<file path="src/rtl/mcmult_mac_acc_pkg.sv">
`default_nettype none
// ============================================================================
// Module      : mcmult_pkg
// Description : Shared definitions for the mcmult accumulator stage.
//               - Multiplier mode encodings.
//               - Per-mode latencies and product sign-bit positions.
//               - FSM state type.
//               - Helper that maps a mode to its latency.
// Revision    : 1.0 - initial release
// ============================================================================
package mcmult_pkg;

    // Mode encodings. Bit 1 alone selects 8x8, so 2'b11 decodes the same as
    // MODE_8X8 (the "1x" pattern).
    localparam logic [1:0] MODE_4X4 = 2'b00;
    localparam logic [1:0] MODE_4X8 = 2'b01;
    localparam logic [1:0] MODE_8X8 = 2'b10;

    // Cycles from start to a final product (the start cycle counts as one).
    localparam logic [2:0] LAT_4X4 = 3'd1;
    localparam logic [2:0] LAT_4X8 = 3'd2;
    localparam logic [2:0] LAT_8X8 = 3'd4;

    // Sign-bit index of the product for each mode.
    localparam int SIGN_4X4 = 9;
    localparam int SIGN_4X8 = 12;
    localparam int SIGN_8X8 = 15;

    typedef enum logic [0:0] {
        ST_IDLE = 1'b0,
        ST_RUN  = 1'b1
    } state_t;

    function automatic logic [2:0] mode_lat(input logic [1:0] m);
        logic [2:0] lat;
        if (m[1])               lat = LAT_8X8;
        else if (m == MODE_4X8) lat = LAT_4X8;
        else                    lat = LAT_4X4;
        return lat;
    endfunction

endpackage
`default_nettype wire

</file>
<file path="src/rtl/mcmult_mac_acc_sat_add.sv">
`default_nettype none
// ============================================================================
// Module      : mac_sat_add
// Description : Combinational accumulate step.
//               - Sign-extends the product from the mode's sign bit.
//               - Adds it to the accumulator operand at ACC_W+1 bits.
//               - Flags signed overflow and optionally clamps.
//               When i_accumulate is 0 the accumulator operand is forced to
//               zero, which turns the add into a load.
// Ports       : i_acc        accumulator operand (already cleared if needed)
//               i_prod       raw multiplier product
//               i_mode       mode selecting the product's sign bit
//               i_accumulate 1 add, 0 load
//               o_sum        resulting accumulator value
//               o_ovf        signed overflow occurred
// Revision    : 1.0 - initial release
// ============================================================================
module mac_sat_add #(
    parameter int PROD_W = 18,
    parameter int ACC_W  = 32,
    parameter int SAT    = 1
) (
    input  logic [ACC_W-1:0]  i_acc,
    input  logic [PROD_W-1:0] i_prod,
    input  logic [1:0]        i_mode,
    input  logic              i_accumulate,
    output logic [ACC_W-1:0]  o_sum,
    output logic              o_ovf
);
    import mcmult_pkg::*;

    localparam logic [ACC_W-1:0] C_MAX = {1'b0, {(ACC_W-1){1'b1}}};
    localparam logic [ACC_W-1:0] C_MIN = {1'b1, {(ACC_W-1){1'b0}}};

    logic [ACC_W-1:0] w_sext;
    logic [ACC_W-1:0] w_a;
    logic [ACC_W:0]   w_sum_ext;

    always_comb begin
        w_sext = '0;
        if (i_mode[1]) begin
            w_sext = {{(ACC_W-SIGN_8X8-1){i_prod[SIGN_8X8]}}, i_prod[SIGN_8X8:0]};
        end else if (i_mode[0]) begin
            w_sext = {{(ACC_W-SIGN_4X8-1){i_prod[SIGN_4X8]}}, i_prod[SIGN_4X8:0]};
        end else begin
            w_sext = {{(ACC_W-SIGN_4X4-1){i_prod[SIGN_4X4]}}, i_prod[SIGN_4X4:0]};
        end
    end

    assign w_a       = i_accumulate ? i_acc : '0;
    assign w_sum_ext = {w_a[ACC_W-1], w_a} + {w_sext[ACC_W-1], w_sext};

    // The two top bits of the widened sum disagree exactly when both operands
    // share a sign and the truncated result does not.
    assign o_ovf = w_sum_ext[ACC_W] ^ w_sum_ext[ACC_W-1];

    always_comb begin
        o_sum = w_sum_ext[ACC_W-1:0];
        if (SAT != 0 && o_ovf) begin
            o_sum = w_a[ACC_W-1] ? C_MIN : C_MAX;
        end
    end

    // Product bits above the widest sign bit carry no information.
    generate
        if (PROD_W > SIGN_8X8 + 1) begin : g_unused_prod
            logic w_unused_hi;
            assign w_unused_hi = ^i_prod[PROD_W-1:SIGN_8X8+1];
        end
    endgenerate

endmodule
`default_nettype wire

</file>
<file path="src/rtl/mcmult_mac_acc.sv">
`default_nettype none
// ============================================================================
// Module      : mcmult_mac_acc
// Description : Accumulator stage downstream of the multi-cycle multiplier.
//               - Follows each start pulse for the mode's latency.
//               - Captures the combinational product in its final cycle.
//               - Accumulates or loads it into a signed ACC_W register.
//               Busy back-pressures the operand issuer while an op is in
//               flight.
// Ports       : clk, rst     clock, synchronous active-high reset
//               start        start pulse shared with the multiplier
//               mode         00 4x4, 01 4x8, 1x 8x8 (latched on start)
//               accumulate   1 add, 0 load (latched on start)
//               acc_clr      synchronous accumulator/flag clear
//               prod_in      multiplier result
//               acc_out      accumulator value
//               acc_valid    pulse after a completed op updated acc_out
//               busy         op in flight, start not accepted
//               err_start    sticky: start seen while busy
//               sat_flag     sticky: overflow occurred
//               op_count     completed ops (wraps)
// Revision    : 1.0 - initial release
// ============================================================================
module mcmult_mac_acc #(
    parameter int PROD_W = 18,
    parameter int ACC_W  = 32,
    parameter int SAT    = 1
) (
    input  logic              clk,
    input  logic              rst,
    input  logic              start,
    input  logic [1:0]        mode,
    input  logic              accumulate,
    input  logic              acc_clr,
    input  logic [PROD_W-1:0] prod_in,
    output logic [ACC_W-1:0]  acc_out,
    output logic              acc_valid,
    output logic              busy,
    output logic              err_start,
    output logic              sat_flag,
    output logic [15:0]       op_count
);
    import mcmult_pkg::*;

    state_t           r_state;
    logic [2:0]       r_cnt;
    logic [1:0]       r_mode;
    logic             r_accum;
    logic [ACC_W-1:0] r_acc;
    logic             r_valid;
    logic             r_err;
    logic             r_sat;
    logic [15:0]      r_count;

    logic             w_accept;
    logic [2:0]       w_start_lat;
    logic [2:0]       w_run_lat;
    logic             w_cap_idle;
    logic             w_cap_run;
    logic             w_capture;
    logic [1:0]       w_op_mode;
    logic             w_op_accum;
    logic [ACC_W-1:0] w_base;
    logic [ACC_W-1:0] w_sum;
    logic             w_ovf;

    assign w_accept    = start && (r_state == ST_IDLE);
    assign w_start_lat = mode_lat(mode);
    assign w_run_lat   = mode_lat(r_mode);

    // A 1-cycle op completes in its own start cycle, straight from IDLE.
    assign w_cap_idle = w_accept && (w_start_lat == LAT_4X4);
    assign w_cap_run  = (r_state == ST_RUN) && (r_cnt == w_run_lat - 3'd1);
    assign w_capture  = w_cap_idle || w_cap_run;

    // Live inputs for a same-cycle capture, latched copies while running.
    assign w_op_mode  = (r_state == ST_RUN) ? r_mode  : mode;
    assign w_op_accum = (r_state == ST_RUN) ? r_accum : accumulate;

    // A clear coinciding with a capture acts first, so the op sees zero.
    assign w_base = acc_clr ? '0 : r_acc;

    mac_sat_add #(
        .PROD_W (PROD_W),
        .ACC_W  (ACC_W),
        .SAT    (SAT)
    ) u_sat_add (
        .i_acc        (w_base),
        .i_prod       (prod_in),
        .i_mode       (w_op_mode),
        .i_accumulate (w_op_accum),
        .o_sum        (w_sum),
        .o_ovf        (w_ovf)
    );

    always_ff @(posedge clk) begin
        if (rst) begin
            r_state <= ST_IDLE;
            r_cnt   <= 3'd0;
            r_mode  <= 2'b00;
            r_accum <= 1'b0;
            r_acc   <= '0;
            r_valid <= 1'b0;
            r_err   <= 1'b0;
            r_sat   <= 1'b0;
            r_count <= 16'd0;
        end else begin
            r_valid <= w_capture;

            if (w_capture) begin
                r_acc   <= w_sum;
                r_count <= r_count + 16'd1;
            end else if (acc_clr) begin
                r_acc <= '0;
            end

            // A fresh error in the same cycle as a clear is kept.
            r_err <= (r_err & ~acc_clr) | (start & (r_state == ST_RUN));
            r_sat <= (r_sat & ~acc_clr) | (w_capture & w_ovf);

            case (r_state)
                ST_IDLE: begin
                    if (w_accept) begin
                        r_mode  <= mode;
                        r_accum <= accumulate;
                        if (w_start_lat != LAT_4X4) begin
                            r_state <= ST_RUN;
                            r_cnt   <= 3'd1;
                        end
                    end
                end
                ST_RUN: begin
                    if (w_cap_run) begin
                        r_state <= ST_IDLE;
                    end else begin
                        r_cnt <= r_cnt + 3'd1;
                    end
                end
                default: r_state <= ST_IDLE;
            endcase
        end
    end

    assign acc_out   = r_acc;
    assign acc_valid = r_valid;
    assign busy      = (r_state == ST_RUN);
    assign err_start = r_err;
    assign sat_flag  = r_sat;
    assign op_count  = r_count;

endmodule
`default_nettype wire

</file>
<file path="config.mk">
export PLATFORM = sky130hd
export DESIGN_NAME = mcmult_mac_acc
export DESIGN_NICKNAME = d
export VERILOG_FILES = /design/src/rtl/mcmult_mac_acc_pkg.sv /design/src/rtl/mcmult_mac_acc_sat_add.sv /design/src/rtl/mcmult_mac_acc.sv
export SDC_FILE = /design/constraint.sdc
export NUM_CORES = 1
export LEC_CHECK = 0
export CORE_MARGIN = 5
export CORE_UTILIZATION = 40
export CTS_CLUSTER_SIZE = 12
export DETAILED_ROUTE_END_ITERATION = 6
export PLACE_DENSITY = 0.65
export SKIP_CTS_REPAIR_TIMING = 1
export SLEW_MARGIN = 20
export SYNTH_ARGS = -nofsm -noshare
export SYNTH_HDL_FRONTEND = slang
export SYNTH_SLANG_ARGS = --single-unit
</file>
<file path="constraint.sdc">
create_clock -name clk -period 13.4 [get_ports clk]
set_input_delay 2.01 -clock clk [delete_from_list [all_inputs] [get_ports clk]]
set_output_delay 2.01 -clock clk [all_outputs]
set_load 0.02 [all_outputs]
</file>
==> flow_summary.toml, run 1 <==
[status]
status = "completed"

[sta]
final.setup_skew_ns = 0.00771
final_max_slew_viol_count = 0
post-route-period-util_pct = 52.8
relSlewSlack_pct = 27.4
tns_ns = 0
finalCriticalPeriod_ns = 7.08
setup_viol = 0
whs_ns = 0.483
fmax_mhz = 141
hold_viol_final = 0
worstMarginPinSlew_ns = 1.09
grt_setup_unrepaired = "no"
setup_slack_ns = 6.32

[floorplanning]
dieArea_sq_mm = 0.0141
initial_utilization_pct = 41.2
die_h_microns = 119
die_width_microns = 119
pin_count = 77
rows = 39
core_area_sq_mm = 0.0115

[route]
drt-pass1-iter-count = 5
drt_iter0_markers = 279
wl_per_cell_microns = 17.5
vias_per_cell = 5.80
final_antenna_net_count = 0
vias = 4695
drc = 0
wirelength_mm = 14.2

[global_route]
grt_pass1_vias = 4733
grt_first_pass_wirelength_mm = 23.6
globalRouteOverflowTotal = 0
antenna_found_initial = 0
grt_start_max_net_pins = 40
grtUsageTotal_pct = 20.3

[synthesis]
async_reset_ff_share_pct = 0
syn-num-nets = 654
synth_cell_types = 73
syn_area_per_cell_sq_um = 7.82
yosys_warnings = 0
netlist_area_sq_mm = 0.00474
synth_edf_count = 0
synthFlopType = "dfxtp_1"
synth_seq_cells = 58
synth_cells = 606
ys_seq_area_share_pct = 24.5

[clock_tree]
cts-root-buf = "clkbuf_16"
cts_max_path_buffers = 2
h-tree-depth = 3
clock_latency_ns = 0.34
clock_sinks = 58
cts-buffers-inserted = 9
cts_tree = "yes"
cts.clk_slew.worst_paths_ns = 0.06

[place]
hpwl_mm = 9.83
port_buffers = 74
gp_congestion = 0.885
dp_slack_ns = 5.97

[power]
leakage_nw = 2.19
vdd_drop_max_mv = 0.0633
cellPowerDensity_mw_per_mm2 = 120

[setup_path]
cp_top_family = "simple AND/OR/NAND/NOR gates"
cp_num_buf_inv = 2
path_class = "in2reg"
path_cells = "clkdlybuf4s50_1, nor4b_1, nor2_1, nand3_4, inv_2, ha_1, nand2_1, nor4_1, mux2i_2, a2111oi_2, a211oi_2, xnor2_2, a31o_2, a221oi_1"
max_stage_delay_ns = 0.91
start_kind = "primary input"
slowest_stage = "a31o_2"
worst_ep_arrival_time_ns = 7.23
critPathRequiredTime_ns = 13.56
path_max_fanout = 31
cp-end-kind = "flip-flop"

[finish]
drive_gt1_share_pct = 10.7
n_antenna_cell = 0
nNetsFinal = 709
layout_common_cells = "clkdlybuf4s50_1, nor2_1, nand2_1"
syn_to_final_growth_pct = 24.8
final_common_cell = "clkdlybuf4s50_1"

[min_path]
hold_path.class = "reg2reg"

[job]
drv_cap = 0
## stage by stage
stage | utilization (%) | cells | power (mW) | instance area (sq um)
after floorplan | - | 606 | 0.352 | 4740
after global placement | 48.1 | 793 | 0.413 | 5540
after detailed placement | 48.1 | 793 | 0.416 | 5540
after CTS | 51.3 | 809 | 0.714 | 5910
after global routing | 51.3 | 809 | 0.744 | 5910
final | 51.3 | 809 | 0.709 | 5910
## final timing paths
path	start	endpoint	slack [ns]	depth (start not counted)
max reg2reg	busy$_SDFF_PP0_	acc_out[16]$_SDFF_PP0_	7.80	13
min reg2reg	sat_flag$_SDFF_PP0_	sat_flag$_SDFF_PP0_	0.48	2
min	sat_flag$_SDFF_PP0_	sat_flag$_SDFF_PP0_	0.48	2
max	mode[0]	acc_out[16]$_SDFF_PP0_	6.32	14
## tightest hold or removal path, stage by stage (launching register included)
cell,delay [ns]
dfxtp_1,0.32
nand2_1,0.06
a21oi_1,0.05
## report_power, final
group | total [mW] | leakage [nW] | internal [mW] | switching (mW)
Clock | 0.295 | 0.179 | 0.206 | 0.0887
Sequential | 0.203 | 0.474 | 0.186 | 0.0174
Combinational | 0.211 | 1.54 | 0.0857 | 0.126
Total | 0.709 | 2.19 | 0.478 | 0.232
## final cells by class
| type | instances | area (sq um) |
|---|---|---|
| fillers | 1127 | 5600 |
| clock buffers | 10 | 239 |
| well taps | 143 | 179 |
| repair buffers | 79 | 778 |
| multi-input cells | 493 | 3340 |
| clock inverters | 6 | 136 |
| flip-flops and latches | 58 | 1160 |
| inverters | 20 | 75.1 |
## registers in the layout (all words and copies together) (netlist names)
name / cells
acc_valid: 1
r_cnt: 3
op_count: 16
r_accum: 1
sat_flag: 1
acc_out: 32
busy: 1
err_start: 1
r_mode: 2
## kinds of logic after synthesis
| kind of cell | count (synthesis) | share of synthesized area (%) |
|---|---|---|
| xor gates and xnor gates | 44 | 8.29 |
| muxes | 16 | 3.67 |
| buffers and inverters | 55 | 5.25 |
| AOI/OAI and AO/OA | 171 | 27.6 |
| DFF | 58 | 24.5 |
| adders and majority gates | 24 | 6.47 |
| and+or+nand+nor | 238 | 24.2 |
## metal layers
layer | routed length [microns] | global-route usage (%)
met5 | 0 | 0
met4 | 258 | 8.18
met3 | 684 | 4.27
met2 | 6710 | 33.9
met1 | 6540 | 25.7
## synthesized netlist by cell type, drive strengths merged (4+ instances only)
library cell	instances	area share, %
clkbuf	21	1.7
nand4	10	1.3
xnor2	25	4.8
nand3	26	3.0
a22oi	4	0.63
o211ai	8	1.4
nor3	10	1.1
a31oi	13	1.7
inv	20	1.6
buf	14	2.0
a21o	6	0.95
and3	12	1.6
nor4	8	1.2
a211oi	12	2.9
xor2	19	3.5
nand2b	5	0.66
mux2i	11	2.4
nand2	63	5.0
dfxtp	58	24
ha	22	5.8
or3	7	0.92
nor2b	8	1.1
a21oi	48	5.1
nor2	74	6.0
and2	4	0.53
o21ai	27	2.9
a221oi	19	5.9
mux2	5	1.3
No activity file was read; power rests on OpenSTA's default activity.
==> inputs of run 2 (changes only) <==
clock period = 6.6 ns   (was 13.4 ns; I/O delays follow)
==> run 2 against run 1 <==
Against the previous run: non-clock buffer count is 4 higher; cell area is 0.47% lower; critical path depth is 1 higher; global-route usage is 0.37 points lower; power is 87% higher; clock skew is 0.0025 ns higher; critical path type unchanged; largest power group unchanged.
==> flow_summary.toml, run 2 (synthesis gave the netlist of run 1 again) <==
[min_path]
whs_path_depth = 2
min_to = "sat_flag$_SDFF_PP0_"
hold_path.class = "reg2reg"
worstHoldStart = "sat_flag$_SDFF_PP0_"

[place]
dp.cells = 797
placed_area_sq_mm = 0.00558
port_buffers = 74
gp_congestion = 0.925
hpwl_mm = 10.2

[clock_tree]
cts-buffers-inserted = 9
cts.clk_slew.worst_paths_ns = 0.05
cts-root-buf = "clkbuf_16"
cts_max_path_buffers = 2
cts_tree = "yes"
h-tree-depth = 3
clock_latency_ns = 0.34
clock_sinks = 58

[power]
vdd_drop_max_mv = 0.102
seqPwrFrac_pct = 31.0
pwr-share-clk_pct = 36.3
leakage_nw = 2.17
switching_share_pct = 35.5
p_switching_mw = 0.472
internal_power_mw = 0.856
finalPower_mw = 1.33
comb_power_share_pct = 32.7
cellPowerDensity_mw_per_mm2 = 226

[setup_path]
cp-end-kind = "flip-flop"
r2r_start = "busy$_SDFF_PP0_"
path_class = "in2reg"
worstRegToRegCells = 14
slowest_stage = "clkdlybuf4s50_1"
start_kind = "primary input"
max_stage_delay_ns = 0.62
path_cells = "clkdlybuf4s50_1, nor4b_1, nor2_1, nand3_4, inv_2, ha_1, nand2_1, nor4_1, mux2i_2, a2111oi_2, a211oi_2, xnor2_2, nor2_2, buf_4, a221oi_1"
cp_num_buf_inv = 3
critPathRequiredTime_ns = 6.78
r2r_end = "acc_out[16]$_SDFF_PP0_"
path_max_fanout = 28
worst_ep_arrival_time_ns = 5.38
crit_cells = 15
cp_top_family = "buffers and inverters"
rrSetupSlack_ns = 1.80

[route]
wirelength_mm = 14.3
drt_iter0_markers = 329
wl_per_cell_microns = 17.5
drt-pass1-iter-count = 5
drc = 0
vias_per_cell = 5.93
vias = 4819
final_antenna_net_count = 0

[sta]
finalCriticalPeriod_ns = 5.20
tns_ns = 0
relSlewSlack_pct = 46.8
post-route-period-util_pct = 78.8
fmax_mhz = 192
whs_ns = 0.472
worstMarginPinSlew_ns = 0.798
hold_viol_final = 0
final_max_slew_viol_count = 0
final.setup_skew_ns = 0.0102
setup_viol = 0
grt_setup_unrepaired = "no"

[floorplanning]
rows = 39
die_width_microns = 119
core_area_sq_mm = 0.0115
die_h_microns = 119
dieArea_sq_mm = 0.0141
initial_utilization_pct = 41.2
pin_count = 77

[finish]
layout_common_cells = "clkdlybuf4s50_1, nor2_1, nand2_1"
instances_no_fill = 813
drive_gt1_share_pct = 11.2
final_common_cell = "clkdlybuf4s50_1"
nNetsFinal = 713
largest_reg_flops = 32
n_antenna_cell = 0
stdcell_area_sq_mm = 0.00589
syn_to_final_growth_pct = 24.2

[global_route]
globalRouteOverflowTotal = 0
antenna_found_initial = 0
grt_first_pass_wirelength_mm = 23.2
grt_start_max_net_pins = 32
grt_pass1_vias = 4708
grtUsageTotal_pct = 20.0

[status]
status = "completed"

[job]
drv_cap = 0
## run 2: worst max path at each step
stage,start,end
after global placement,mode[1],acc_out[16]$_SDFF_PP0_
final,mode[1],acc_out[16]$_SDFF_PP0_
after detailed placement,mode[0],acc_out[16]$_SDFF_PP0_
after floorplan,mode[0],acc_out[3]$_SDFF_PP0_
after CTS,mode[0],acc_out[16]$_SDFF_PP0_
after global routing,mode[1],acc_out[16]$_SDFF_PP0_
## run 2: stage by stage
stage	util [%]	setup WS, ns
3_3_place_gp	48.5	1.20
3_5_place_dp	48.5	1.13
2_1_floorplan	-	1.72
6_report	51.1	1.40
5_1_grt	51.1	1.16
4_1_cts	51.1	1.47
## run 2: tightest hold or removal path, stage by stage (launching register included)
cell and delay (ns):
dfxtp_1 0.31, nand2_1 0.06, a21oi_1 0.06
## run 2: area by class of cell
type	instances	area [sq um]
repair buffers	83	821
clock inverters	6	66.3
fillers	1133	5630
inverters	20	75.1
multi-input cells	493	3340
flip-flops and latches	58	1160
well taps	143	179
clock buffers	10	239
## run 2: metal layers
| layer | global-route usage, % | wire [microns] | up-vias |
|---|---|---|---|
| li1 | - | - | 2349 |
| met1 | 25.5 | 6280 | 2275 |
| met2 | 32.5 | 6690 | 165 |
| met3 | 4.03 | 953 | 30 |
| met4 | 9.05 | 329 | 0 |
| met5 | 0 | 0 | - |
## run 2: power groups by stage
stage	combinational [mW]	clock, mW	sequential (mW)
detailed placement	0.430	0	0.419
finish	0.435	0.482	0.412
global route	0.471	0.506	0.417
global placement	0.425	0	0.418
CTS	0.433	0.492	0.412
floorplan	0.283	0	0.433
